### src/rtl/capture_pkg.sv
// rtl/capture_pkg.sv - shared types, constants and nibble packing for the sample capture path
//
// Purpose: state encoding, word layout constants and the nibble packing
//          function used by both the capture RTL and any software model.
// Ports:   none (package).

package capture_pkg;

   typedef enum logic [1:0] {
      ST_IDLE    = 2'd0,
      ST_ARMED   = 2'd1,
      ST_CAPTURE = 2'd2,
      ST_DONE    = 2'd3
   } cap_state_e;

   localparam int SAMPLES_PER_WORD = 8;
   localparam int NIBBLE_W         = 4;
   localparam int WORD_W           = SAMPLES_PER_WORD * NIBBLE_W;

   // Places {im, re} into nibble slot 'slot' of 'word'; re sits in the low
   // two bits of the nibble, slot 0 is bits [3:0].
   function automatic logic [WORD_W-1:0] pack_nibble(
      input logic [WORD_W-1:0] word,
      input logic [2:0]        slot,
      input logic [1:0]        re,
      input logic [1:0]        im
   );
      logic [WORD_W-1:0] w;
      w = word;
      w[slot*NIBBLE_W +: NIBBLE_W] = {im, re};
      return w;
   endfunction

endpackage

### src/rtl/sig_capture_if.sv
// rtl/sig_capture_if.sv - host read port of the capture FIFO
//
// Purpose: bundles the host-side read handshake of the capture FIFO.
// Signals: rd_en (host request), rd_data/rd_vld (registered read word),
//          fifo_cnt (words currently held).
// Modports: master = host side, slave = capture block side.

interface sig_capture_if #(
   parameter int DEPTH = 16
);
   localparam int CW = $clog2(DEPTH) + 1;

   logic          rd_en;
   logic [31:0]   rd_data;
   logic          rd_vld;
   logic [CW-1:0] fifo_cnt;

   modport master (output rd_en, input rd_data, input rd_vld, input fifo_cnt);
   modport slave  (input rd_en, output rd_data, output rd_vld, output fifo_cnt);

endinterface

### src/rtl/sync_fifo_1r1w.sv
// rtl/sync_fifo_1r1w.sv - single-clock FIFO with registered read and occupancy count
//
// Purpose: word FIFO between the packer and the host read port.
// Ports:   clk, rst (sync active-high), i_flush (empties the FIFO),
//          i_push/i_push_data (write), i_pop (read request),
//          o_rd_data/o_rd_vld (registered read, one cycle after i_pop),
//          o_cnt (occupancy), o_drop (push rejected because full).

module sync_fifo_1r1w #(
   parameter int DEPTH = 16,
   parameter int W     = 32
) (
   input  logic                     clk,
   input  logic                     rst,
   input  logic                     i_flush,
   input  logic                     i_push,
   input  logic [W-1:0]             i_push_data,
   input  logic                     i_pop,
   output logic [W-1:0]             o_rd_data,
   output logic                     o_rd_vld,
   output logic [$clog2(DEPTH):0]   o_cnt,
   output logic                     o_drop
);
   localparam int AW = $clog2(DEPTH);
   localparam int CW = AW + 1;

   logic [W-1:0]  r_mem [DEPTH];
   logic [AW-1:0] r_wptr;
   logic [AW-1:0] r_rptr;
   logic [CW-1:0] r_cnt;
   logic [W-1:0]  r_rd_data;
   logic          r_rd_vld;

   logic w_full;
   logic w_empty;
   logic w_pop;
   logic w_push;

   assign w_full  = (r_cnt == CW'(DEPTH));
   assign w_empty = (r_cnt == '0);
   assign w_pop   = i_pop && !w_empty && !i_flush;
   // A pop in the same cycle frees the head slot, so a push into a full
   // FIFO still lands.
   assign w_push  = i_push && !i_flush && (!w_full || w_pop);
   assign o_drop  = i_push && !i_flush && w_full && !w_pop;

   always_ff @(posedge clk) begin
      if (w_push) begin
         r_mem[r_wptr] <= i_push_data;
      end
   end

   always_ff @(posedge clk) begin
      if (rst) begin
         r_wptr    <= '0;
         r_rptr    <= '0;
         r_cnt     <= '0;
         r_rd_data <= '0;
         r_rd_vld  <= 1'b0;
      end else if (i_flush) begin
         r_wptr   <= '0;
         r_rptr   <= '0;
         r_cnt    <= '0;
         r_rd_vld <= 1'b0;
      end else begin
         r_rd_vld <= w_pop;
         if (w_pop) begin
            r_rd_data <= r_mem[r_rptr];
            r_rptr    <= r_rptr + AW'(1);
         end
         if (w_push) begin
            r_wptr <= r_wptr + AW'(1);
         end
         case ({w_push, w_pop})
            2'b10:   r_cnt <= r_cnt + CW'(1);
            2'b01:   r_cnt <= r_cnt - CW'(1);
            default: r_cnt <= r_cnt;
         endcase
      end
   end

   assign o_rd_data = r_rd_data;
   assign o_rd_vld  = r_rd_vld;
   assign o_cnt     = r_cnt;

endmodule

### src/rtl/sig_capture.sv
// rtl/sig_capture.sv - triggered snapshot recorder for the 2-bit re/im correlator input
//
// Purpose: packs 8 {im,re} sample pairs per 32-bit word after an armed
//          trigger and stores a programmed number of words for host readout.
// Ports:   pclk, reset (sync active-high); smp_re/smp_im/smp_vld sample
//          stream; arm/trig/clear control pulses; cap_len word count
//          (latched on arm, 0 means 1); rd_if host read port (slave);
//          state, ovf (sticky drop flag), done.

module sig_capture
   import capture_pkg::*;
#(
   parameter int DEPTH = 16,
   parameter int LEN_W = 16
) (
   input  logic             pclk,
   input  logic             reset,
   input  logic [1:0]       smp_re,
   input  logic [1:0]       smp_im,
   input  logic             smp_vld,
   input  logic             arm,
   input  logic             trig,
   input  logic             clear,
   input  logic [LEN_W-1:0] cap_len,
   sig_capture_if.slave     rd_if,
   output logic [1:0]       state,
   output logic             ovf,
   output logic             done
);
   localparam logic [1:0] S_IDLE    = 2'd0;
   localparam logic [1:0] S_ARMED   = 2'd1;
   localparam logic [1:0] S_CAPTURE = 2'd2;
   localparam logic [1:0] S_DONE    = 2'd3;

   logic [1:0]       r_state;
   logic [LEN_W-1:0] r_len;
   logic [LEN_W-1:0] r_wcnt;
   logic [2:0]       r_slot;
   logic [31:0]      r_word;
   logic             r_ovf;

   logic             w_take;
   logic             w_last;
   logic             w_push;
   logic [31:0]      w_packed;
   logic [LEN_W-1:0] w_wcnt_nxt;
   logic             w_drop;

   // The trigger cycle's own sample is the first one packed.
   assign w_take     = !clear && smp_vld &&
                       ((r_state == S_ARMED && trig) || r_state == S_CAPTURE);
   assign w_last     = (r_slot == 3'(SAMPLES_PER_WORD - 1));
   assign w_push     = w_take && w_last;
   assign w_packed   = pack_nibble(r_word, r_slot, smp_re, smp_im);
   assign w_wcnt_nxt = r_wcnt + LEN_W'(1);

   always_ff @(posedge pclk) begin
      if (reset) begin
         r_state <= S_IDLE;
         r_len   <= LEN_W'(1);
         r_wcnt  <= '0;
         r_slot  <= '0;
         r_word  <= '0;
         r_ovf   <= 1'b0;
      end else if (clear) begin
         r_state <= S_IDLE;
         r_wcnt  <= '0;
         r_slot  <= '0;
         r_word  <= '0;
         r_ovf   <= 1'b0;
      end else begin
         if (w_drop) begin
            r_ovf <= 1'b1;
         end
         case (r_state)
            S_IDLE, S_DONE: begin
               if (arm) begin
                  r_len   <= (cap_len == '0) ? LEN_W'(1) : cap_len;
                  r_wcnt  <= '0;
                  r_slot  <= '0;
                  r_word  <= '0;
                  r_state <= S_ARMED;
               end
            end
            S_ARMED: begin
               if (trig) begin
                  r_state <= S_CAPTURE;
               end
            end
            default: ;
         endcase
         if (w_take) begin
            if (w_last) begin
               // Dropped words still count toward the length.
               r_word <= '0;
               r_slot <= '0;
               r_wcnt <= w_wcnt_nxt;
               if (w_wcnt_nxt == r_len) begin
                  r_state <= S_DONE;
               end
            end else begin
               r_word <= w_packed;
               r_slot <= r_slot + 3'd1;
            end
         end
      end
   end

   sync_fifo_1r1w #(
      .DEPTH (DEPTH),
      .W     (32)
   ) u_fifo (
      .clk         (pclk),
      .rst         (reset),
      .i_flush     (clear),
      .i_push      (w_push),
      .i_push_data (w_packed),
      .i_pop       (rd_if.rd_en),
      .o_rd_data   (rd_if.rd_data),
      .o_rd_vld    (rd_if.rd_vld),
      .o_cnt       (rd_if.fifo_cnt),
      .o_drop      (w_drop)
   );

   assign state = r_state;
   assign ovf   = r_ovf;
   assign done  = (r_state == S_DONE);

endmodule

### src/flat_wrapper.sv
// flat-port wrapper written by rule: the top's interface ports become plain ports
module sig_capture_flat import capture_pkg::*;
#(
   parameter int DEPTH = 16,
   parameter int LEN_W = 16
)
  (pclk, reset, smp_re, smp_im, smp_vld, arm, trig, clear, cap_len, state, ovf, done, rd_if_rd_en, rd_if_rd_data, rd_if_rd_vld, rd_if_fifo_cnt);
  sig_capture_if #(.DEPTH(DEPTH)) rd_if_i ();
  input  logic pclk;
  input  logic reset;
  input  logic [1:0] smp_re;
  input  logic [1:0] smp_im;
  input  logic smp_vld;
  input  logic arm;
  input  logic trig;
  input  logic clear;
  input  logic [LEN_W-1:0] cap_len;
  output logic [1:0] state;
  output logic ovf;
  output logic done;
  input wire logic [$bits(rd_if_i.rd_en)-1:0] rd_if_rd_en;
  output wire logic [$bits(rd_if_i.rd_data)-1:0] rd_if_rd_data;
  output wire logic [$bits(rd_if_i.rd_vld)-1:0] rd_if_rd_vld;
  output wire logic [$bits(rd_if_i.fifo_cnt)-1:0] rd_if_fifo_cnt;
  assign rd_if_i.rd_en = rd_if_rd_en;
  assign rd_if_rd_data = rd_if_i.rd_data;
  assign rd_if_rd_vld = rd_if_i.rd_vld;
  assign rd_if_fifo_cnt = rd_if_i.fifo_cnt;
  sig_capture #(.DEPTH(DEPTH), .LEN_W(LEN_W)) u_core (.pclk(pclk), .reset(reset), .smp_re(smp_re), .smp_im(smp_im), .smp_vld(smp_vld), .arm(arm), .trig(trig), .clear(clear), .cap_len(cap_len), .rd_if(rd_if_i), .state(state), .ovf(ovf), .done(done));
endmodule
### config.mk
export PLATFORM = sky130hd
export DESIGN_NAME = sig_capture_flat
export DESIGN_NICKNAME = d
export VERILOG_FILES = /design/src/rtl/capture_pkg.sv /design/src/rtl/sig_capture_if.sv /design/src/rtl/sync_fifo_1r1w.sv /design/src/rtl/sig_capture.sv /design/src/flat_wrapper.sv
export SDC_FILE = /design/constraint.sdc
export NUM_CORES = 1
export LEC_CHECK = 0
export CAP_MARGIN = 20
export CORE_ASPECT_RATIO = 1.75
export CORE_MARGIN = 3
export CORE_UTILIZATION = 50
export DETAILED_ROUTE_END_ITERATION = 7
export PLACE_DENSITY_LB_ADDON = 0.1
export SYNTH_ARGS = -nofsm -noshare
export SYNTH_HDL_FRONTEND = slang
export SYNTH_HIERARCHICAL = 1
export SYNTH_SLANG_ARGS = --single-unit
export TNS_END_PERCENT = 30
### constraint.sdc
create_clock -name pclk -period 5.7 [get_ports pclk]
set_input_delay 1.14 -clock pclk [delete_from_list [all_inputs] [get_ports pclk]]
set_output_delay 1.14 -clock pclk [all_outputs]
set_load 0.005 [all_outputs]
==> results of run 1 <==
cell families after synthesis:
| group | synth area share (%) |
|---|---|
| and+or+nand+nor | 5.89 |
| buffers and inverters | 2.00 |
| muxes | 15.4 |
| DFF | 70.0 |
| AOI/OAI and AO/OA | 5.05 |
| adders and majority gates | 0.841 |
| xor gates and xnor gates | 0.831 |
worst max-delay path by stage:
stage / from / to / slack (ns) / depth (start not counted)
after detailed placement: trig / u_core/u_fifo/r_mem[12][17] / 1.36 / 9
after global placement: trig / u_core/u_fifo/r_mem[12][21] / 1.36 / 9
after global routing: trig / u_core/u_fifo/r_mem[12][23] / 1.74 / 9
after CTS: trig / u_core/u_fifo/r_mem[12][20] / 1.97 / 9
final: trig / u_core/u_fifo/r_mem[12][23] / 1.97 / 9
after floorplan: clear / u_core/u_fifo/r_mem[0][0] / 0.55 / 8
cell usage after synthesis, drive strengths merged, types with 3 or more instances:
| cell | n |
|---|---|
| or2 | 4 |
| nor2b | 4 |
| a32oi | 3 |
| mux2i | 68 |
| o21ai | 26 |
| nor3 | 12 |
| mux4 | 128 |
| a211oi | 3 |
| nor4 | 9 |
| edfxtp | 512 |
| clkbuf | 44 |
| nor2 | 145 |
| nand2b | 4 |
| a211o | 33 |
| nand2 | 67 |
| nand4 | 6 |
| and2 | 17 |
| ha | 17 |
| or4 | 5 |
| nand3b | 4 |
| buf | 44 |
| dfxtp | 116 |
| or3 | 7 |
| a22oi | 33 |
| nand3 | 13 |
| and3 | 7 |
| o31ai | 3 |
| nor3b | 5 |
| a221oi | 4 |
| xor2 | 10 |
| o211ai | 5 |
| a31oi | 5 |
| inv | 17 |
| xnor2 | 14 |
| mux2 | 29 |
| a21oi | 50 |
area by class of cell:
class	instances	share of cell area, %
multi-input cells	768	25.0
clock buffers	67	5.18
diodes	1	0.00869
well taps	660	2.87
clock inverters	37	1.72
repair buffers	106	3.53
flip-flops and latches	628	61.5
inverters	17	0.221
power by group through the flow:
stage / clock network, uW / logic (uW) / registers [uW]
6_report: 4030 / 110 / 4900
3_5_place_dp: 0 / 111 / 5010
2_1_floorplan: 0 / 59.4 / 5010
4_1_cts: 4120 / 111 / 4900
3_3_place_gp: 0 / 109 / 5010
5_1_grt: 4300 / 120 / 4900
routing by layer:
layer | routed length (um) | part of all wire [%]
met5 | 39 | 0.066
met4 | 1530 | 2.6
met3 | 2710 | 4.6
met2 | 31700 | 53
met1 | 23300 | 39
sequential cells by signal, summed over array words and instances, names as in the netlist:
name and flops:
u_core/ovf 1, u_core/r_len 16, u_core/r_slot 3, u_core/r_wcnt 16, u_core/r_word 32, u_core/state 2, u_core/u_fifo/o_cnt 5, u_core/u_fifo/o_rd_data 32
u_core/u_fifo/o_rd_vld 1, u_core/u_fifo/r_mem 512, u_core/u_fifo/r_rptr 4, u_core/u_fifo/r_wptr 4
metrics by stage:
step / worst slack (ns) / cells
floorplan: 0.549 / 1501
global placement: 1.36 / 2179
detailed placement: 1.36 / 2179
CTS: 1.97 / 2283
global route: 1.74 / 2283
finish: 1.97 / 2284
==> flow_summary.toml, run 1 <==
[outcome]
status = "complete, no violations"

[final_layout]
nFillCells = 3774
nets = 1620
seq_area_um2 = 17700
multiInputGateArea_um2 = 7210
stdcell_area_um2 = 28800
area_delta_synth_final_pct = 14.0
fin_util_pct = 57.8
drive_gt1_share_pct = 20.1
layout_common_cells = "edfxtp_1, nor2_1, mux4_2"
layout_commonest_cell = "edfxtp_1"

[synthesis]
synth_seq_area_share_pct = 70.0
netlist_area_um2 = 25300
synth-edff-count = 512
yosysTopAreaCell = "edfxtp_1"
synth_top_area_share_pct = 60.8
synth_area_leaders = "edfxtp_1, mux4_2, dfxtp_1, mux2i_1, nor2_1"
synth.avg_cell_area_um2 = 16.8
ys_ff_latch = 628
yosys_warnings = 6
ys.flop_type = "edfxtp_1"
async_flop_share_pct = 0
synthCells = 1501
synth.distinct_cells = 70
synth_nets = 1545

[global_routing]
grtUsageMet3_pct = 3.17
grt.met2_usage_pct = 41.0
grt_use_total_pct = 22.5
antenna_found_initial = 3
first_global_vias = 14100
globalRoute.totalOverflow = 0
gr-usage-met1_pct = 28.3
grt_pass1_wl_um = 89000
grt_max_degree = 68
top_usage_layer = "met2"

[cts]
post_cts_buffers = 0
cts-resized-gates = 0
root_buffer = "clkbuf_16"
htree_levels = 2
cts_buffers = 55
worstSkewPairLatency_ns = 0.60
path_clk_slew_ns = 0.06
hold_buffers = 0
clock_path_buffers = 3
clock-sinks = 628
cts_tree = "yes"

[critical_path]
cp_top_family = "simple AND/OR/NAND/NOR gates"
start_kind = "primary input"
rr_endpoint = "u_core/u_fifo/r_mem[12][23]"
r2r-start = "u_core/r_slot[0]"
worstSetupEndpointType = "register"
crit_top_cell = "nand2_1"
cp.arrival_ns = 4.03
worst_ep_required_time_ns = 6.01
crit_slowest_cell = "nor2_4"
critPathMaxStageDelay_ns = 0.68
worstPathMaxFanout = 23
rr_worst_depth = 10
crit_chain = "clkdlybuf4s50_1 -> a21o_1 -> nand2_1 -> inv_1 -> nor2b_1 -> o21a_1 -> nand2_1 -> nor2_4 -> buf_4"
crit_buf_inv = 3
timing.reg2reg.setup_slack_ns = 2.17
critPathKind = "primary input to register"

[timing]
finalHoldViolCount = 0
hold_slack_ns = 0.459
slew_viol_final = 0
setup_tns_ns = 0
rsz0062_at_grt = "no"
min_period_ns = 3.73
maxSlewHeadroom_pct = 25.2
skew_ns = 0.0191
tightest_slew_ns = 1.12
period_share_pct = 65.4
max_freq_ghz = 0.268
setup_violations = 0

[placed_design]
place.gp.congestion = 0.831
numPortBuffers = 68
post-dp-hpwl_um = 38200
placed_area_um2 = 26800

[worst_hold_path]
whs_path_depth = 1
whs_endpoint = "u_core/u_fifo/o_rd_data[26]"
holdCritPathClass = "register to register"
hp-start = "u_core/u_fifo/o_rd_data[26]"

[detailed_routing]
drt_wl_total_um = 59300
viasPerCell = 5.95
drc = 0
wl_per_cell_um = 25.9
firstDrtPassIters = 5
num_vias = 13600
postRouteAntennaNets = 0
drt-initial-drc-count = 964

[power]
powerDensity_nw_per_um2 = 314
finalPower_uw = 9040
switching_share_pct = 19.2
pwr-share-comb_pct = 1.2
p_switching_uw = 1730
leakagePower_uw = 0.00985
worst_ir_drop_vdd_uv = 198
power_frac_clock_pct = 44.6
p_int_uw = 7310
power_frac_seq_pct = 54.2

[floorplan]
ioPinCount = 69
initial_core_util_pct = 50.7
fp.coreArea_um2 = 49900
dieHeight_um = 303
dieArea_um2 = 53400
rows = 108
die_x_um = 176

[flow_run]
drv_cap = 0
Power figures use the tool's default switching activity.
==> run 2, diff against run 1 <==
==> constraint.sdc (replaced) <==
create_clock -name pclk -period 3.4 [get_ports pclk]
set_input_delay 0.68 -clock pclk [delete_from_list [all_inputs] [get_ports pclk]]
set_output_delay 0.68 -clock pclk [all_outputs]
set_load 0.005 [all_outputs]
==> flow_summary.toml, run 2 (synthesized netlist as in run 1, its figures left out) <==
[cts]
post_cts_buffers = 0
clock_path_buffers = 3
htree_levels = 2
worstSkewPairLatency_ns = 0.59
cts-resized-gates = 0
clock-sinks = 628
cts_buffers = 56
root_buffer = "clkbuf_16"
cts_tree = "yes"
path_clk_slew_ns = 0.07
hold_buffers = 0

[worst_hold_path]
holdCritPathClass = "register to register"

[critical_path]
worst_ep_required_time_ns = 3.92
worstSetupEndpointType = "register"
worstPathMaxFanout = 8
critPathKind = "register to register"
cp.arrival_ns = 3.50
start_kind = "register"
timing.reg2reg.setup_slack_ns = 0.42

[power]
worst_ir_drop_vdd_uv = 426
finalPower_uw = 14600
leakagePower_uw = 0.0100
powerDensity_nw_per_um2 = 497

[final_layout]
area_delta_synth_final_pct = 15.8
fin_util_pct = 58.7
stdcell_count = 2337
layout_common_cells = "edfxtp_1, nor2_1, mux4_2"
layout_commonest_cell = "edfxtp_1"
drive_gt1_share_pct = 21.2
largest_register_ffs = 512
nets = 1671
regMostFlops = "u_core/u_fifo/r_mem"

[timing]
finalHoldViolCount = 0
max_freq_ghz = 0.335
period_share_pct = 87.8
slew_viol_final = 0
maxSlewHeadroom_pct = 24.7
setup_violations = 0
rsz0062_at_grt = "no"
tightest_slew_ns = 1.13
hold_slack_ns = 0.463
setup_tns_ns = 0
skew_ns = 0.0213
min_period_ns = 2.98

[detailed_routing]
viasPerCell = 5.89
wl_per_cell_um = 27.4
drt-initial-drc-count = 1000
drc = 0
postRouteAntennaNets = 0
num_vias = 13800
drt_wl_total_um = 64000
firstDrtPassIters = 5

[outcome]
status = "complete, no violations"

[placed_design]
post-dp-hpwl_um = 43500
place.gp.congestion = 0.818
numPortBuffers = 68
dp.cells = 2229

[flow_run]
drv_cap = 0

[floorplan]
rows = 108
ioPinCount = 69
die_x_um = 176
fp.coreArea_um2 = 49900
dieArea_um2 = 53400
dieHeight_um = 303
initial_core_util_pct = 50.7

[global_routing]
grt_max_degree = 37
antenna_found_initial = 4
grt_use_total_pct = 24.2
first_global_vias = 14200
globalRoute.totalOverflow = 0
grt_pass1_wl_um = 93600
==> run 2: cell types whose count changed in the layout (fill, tap and decap cells not counted), sizes merged <==
cell / delta
buf: +50
clkbuf: +14
bufinv: -7
clkinv: -3
clkinvlp: -2
diode: +2
inv: -1
==> run 2: critical path, cell delays in order (launching register included) <==
cell     delay (ns)
dfxtp_1        0.38
ha_1           0.28
ha_1           0.22
and3b_1        0.18
nand2_1        0.08
inv_1          0.05
or3b_1         0.42
a21o_1         0.20
ha_1           0.18
or4_1          0.50
a32oi_1        0.24
mux2i_1        0.19
==> run 2: path summary, 6_finish.rpt <==
path / cells after the start / startpoint / to
worst max-delay path: 11 / u_core/r_slot[0] / u_core/u_fifo/o_cnt[2]
worst min-delay path: 1 / u_core/u_fifo/o_rd_data[16] / u_core/u_fifo/o_rd_data[16]
worst max register to register: 11 / u_core/r_slot[0] / u_core/u_fifo/o_cnt[2]
worst min register to register: 1 / u_core/u_fifo/o_rd_data[16] / u_core/u_fifo/o_rd_data[16]
==> run 2: through the flow <==
stage / setup slack [ns] / cell area (um2)
finish: 0.416 / 29300
detailed placement: 0.107 / 27500
CTS: 0.391 / 29300
floorplan: -0.445 / 25300
global placement: 0.0723 / 27500
global route: 0.260 / 29300
==> run 2: power by group <==
group	total, uW	internal [uW]	switching (uW)
combinational	197	70.0	127
sequential	8230	8220	10.4
clock	6130	3420	2710
total	14600	11700	2850
==> run 2: cell type report <==
cell class                 instances  area (um2)
fill                            3782       20600
sequential                       628       17700
multi-input combinational        768        7230
timing repair buffer             156        1690
clock buffer                      81        1530
tap                              660         826
clock inverter                    24         229
inverter                          17        63.8
antenna                            3        7.51
==> run 2: metal layers <==
metal | vias to the layer above | part of all wire [%] | track usage [%]
li1 | 6168 | - | -
met1 | 7216 | 35 | 26.1
met2 | 295 | 58 | 47.6
met3 | 95 | 3.2 | 2.95
met4 | 2 | 3.9 | 9.42
met5 | - | 0.027 | 0
==> run 3, diff against run 2 <==
--- a/config.mk
+++ b/config.mk
@@ -10,7 +10,9 @@
 export CORE_MARGIN = 3
 export CORE_UTILIZATION = 50
 export DETAILED_ROUTE_END_ITERATION = 7
+export GPL_TIMING_DRIVEN = 0
 export PLACE_DENSITY_LB_ADDON = 0.1
+export SLEW_MARGIN = 0
 export SYNTH_ARGS = -nofsm -noshare
 export SYNTH_HDL_FRONTEND = slang
 export SYNTH_HIERARCHICAL = 1
==> flow_summary.toml, run 3 (synthesized netlist as in run 1, its figures left out) <==
[critical_path]
crit_top_cell = "ha_1"
cp.arrival_ns = 3.80
worstPathMaxFanout = 9
worst_ep_required_time_ns = 3.91
r2r-start = "u_core/r_slot[0]"
worstSetupEndpointType = "register"
crit_buf_inv = 1
critPathKind = "register to register"
critPathMaxStageDelay_ns = 0.54
crit_path_start = "u_core/r_slot[0]"
cp_top_family = "simple AND/OR/NAND/NOR gates"
crit_chain = "ha_1 -> ha_1 -> and3b_1 -> nand2_2 -> clkinvlp_4 -> or3b_4 -> a21o_1 -> ha_1 -> or4_1 -> a32oi_2 -> mux2i_1"
crit_slowest_cell = "or4_1"
timing.reg2reg.setup_slack_ns = 0.12
start_kind = "register"

[final_layout]
area_delta_synth_final_pct = 16.9
regMostFlops = "u_core/u_fifo/r_mem"
nFillCells = 3736
nets = 1712
largest_register_ffs = 512
layout_commonest_cell = "edfxtp_1"
layout_common_cells = "edfxtp_1, nor2_1, mux4_2"
drive_gt1_share_pct = 21.0

[cts]
path_clk_slew_ns = 0.07
worstSkewPairLatency_ns = 0.59
clock_path_buffers = 3
hold_buffers = 0
htree_levels = 2
cts_buffers = 54
root_buffer = "clkbuf_16"
clock-sinks = 628
cts_tree = "yes"

[detailed_routing]
drt_wl_total_um = 61600
num_vias = 14100
firstDrtPassIters = 7
postRouteAntennaNets = 0
wl_per_cell_um = 26.0
drc = 0
drt-initial-drc-count = 1123
viasPerCell = 5.93

[floorplan]
initial_core_util_pct = 50.7
rows = 108
dieHeight_um = 303
ioPinCount = 69
die_x_um = 176
fp.coreArea_um2 = 49900
dieArea_um2 = 53400

[timing]
max_freq_ghz = 0.304
min_period_ns = 3.28
tightest_slew_ns = 1.09
skew_ns = 0.0171
slew_viol_final = 0
setup_violations = 0
finalHoldViolCount = 0
rsz0062_at_grt = "no"
setup_tns_ns = 0
hold_slack_ns = 0.462
maxSlewHeadroom_pct = 27.5
period_share_pct = 96.6

[global_routing]
globalRoute.totalOverflow = 0
grt_use_total_pct = 23.4
grt_pass1_wl_um = 92100
first_global_vias = 14700
antenna_found_initial = 1
grt_max_degree = 20

[placed_design]
numPortBuffers = 68
place.gp.congestion = 0.851
post-dp-hpwl_um = 40500

[power]
finalPower_uw = 14700
powerDensity_nw_per_um2 = 499
worst_ir_drop_vdd_uv = 385
leakagePower_uw = 0.0101

[outcome]
status = "complete, no violations"

[worst_hold_path]
hp-start = "u_core/u_fifo/o_rd_data[8]"
holdCritPathClass = "register to register"

[flow_run]
drv_cap = 0
run 3: changes by cell type in the layout (fill, tap and decap cells not counted), moves of 4 or more:
| cell | before | now |
|---|---|---|
| buf_1 | 0 | 9 |
| buf_12 | 28 | 16 |
| buf_16 | 0 | 12 |
| buf_2 | 0 | 23 |
| buf_4 | 60 | 14 |
| buf_6 | 0 | 10 |
| buf_8 | 0 | 5 |
| clkbuf_1 | 22 | 56 |
| clkbuf_8 | 3 | 7 |
| clkinv_1 | 9 | 2 |
run 3: area by class of cell:
cell class | instances | area [um2] | area share, %
Antenna cell | 1 | 2.50 | 0.00846
Buffer | 86 | 437 | 1.48
Clock buffer | 78 | 1530 | 5.18
Clock inverter | 23 | 280 | 0.948
Inverter | 17 | 67.6 | 0.229
Multi-Input combinational cell | 768 | 7230 | 24.4
Sequential cell | 628 | 17700 | 59.9
Tap cell | 660 | 826 | 2.79
Timing Repair Buffer | 113 | 1500 | 5.06
run 3: per-layer routing:
metal / track usage, % / routed length (um)
met2: 44.4 / 34400
met3: 2.56 / 2250
met1: 27.5 / 22900
met4: 7.61 / 2060
met5: 0 / 0
run 3: where the power goes:
part / switching (uW) / total, uW / internal, uW / leakage, uW
clock: 2730 / 6320 / 3600 / 0.000879
sequential: 9.13 / 8220 / 8220 / 0.00629
combinational: 125 / 195 / 69.2 / 0.00295
run 3: worst paths after layout:
| kind | to | cells after the start |
|---|---|---|
| hold / removal | u_core/u_fifo/o_rd_data[8] | 1 |
| hold reg to reg | u_core/u_fifo/o_rd_data[8] | 1 |
| setup / recovery | u_core/u_fifo/o_cnt[2] | 11 |
| setup reg to reg | u_core/u_fifo/o_cnt[2] | 11 |
run 3: worst register-to-register path, stage by stage (launching register included):
cell	delay (ns)
dfxtp_2	0.37
ha_1	0.25
ha_1	0.21
and3b_1	0.19
nand2_2	0.14
clkinvlp_4	0.14
or3b_4	0.46
a21o_1	0.20
ha_1	0.25
or4_1	0.54
a32oi_2	0.26
mux2i_1	0.20
run 3: metrics by stage:
stage / utilization, % / setup WS, ns / cell area, um2 / std cells
after floorplan: - / -0.445 / 25300 / 1501
after global placement: 53.8 / -3.65 / 26800 / 2229
after detailed placement: 55.1 / -1.52 / 27500 / 2254
after CTS: 59.2 / -0.0142 / 29500 / 2370
after global routing: 59.3 / 0.000700 / 29600 / 2373
final: 59.3 / 0.115 / 29600 / 2374
run 3: timing repair:
item,CTS,global route
resized for setup,5,4
setup endpoints to repair,516,91
setup buffers,17,3
pin swaps,12,2
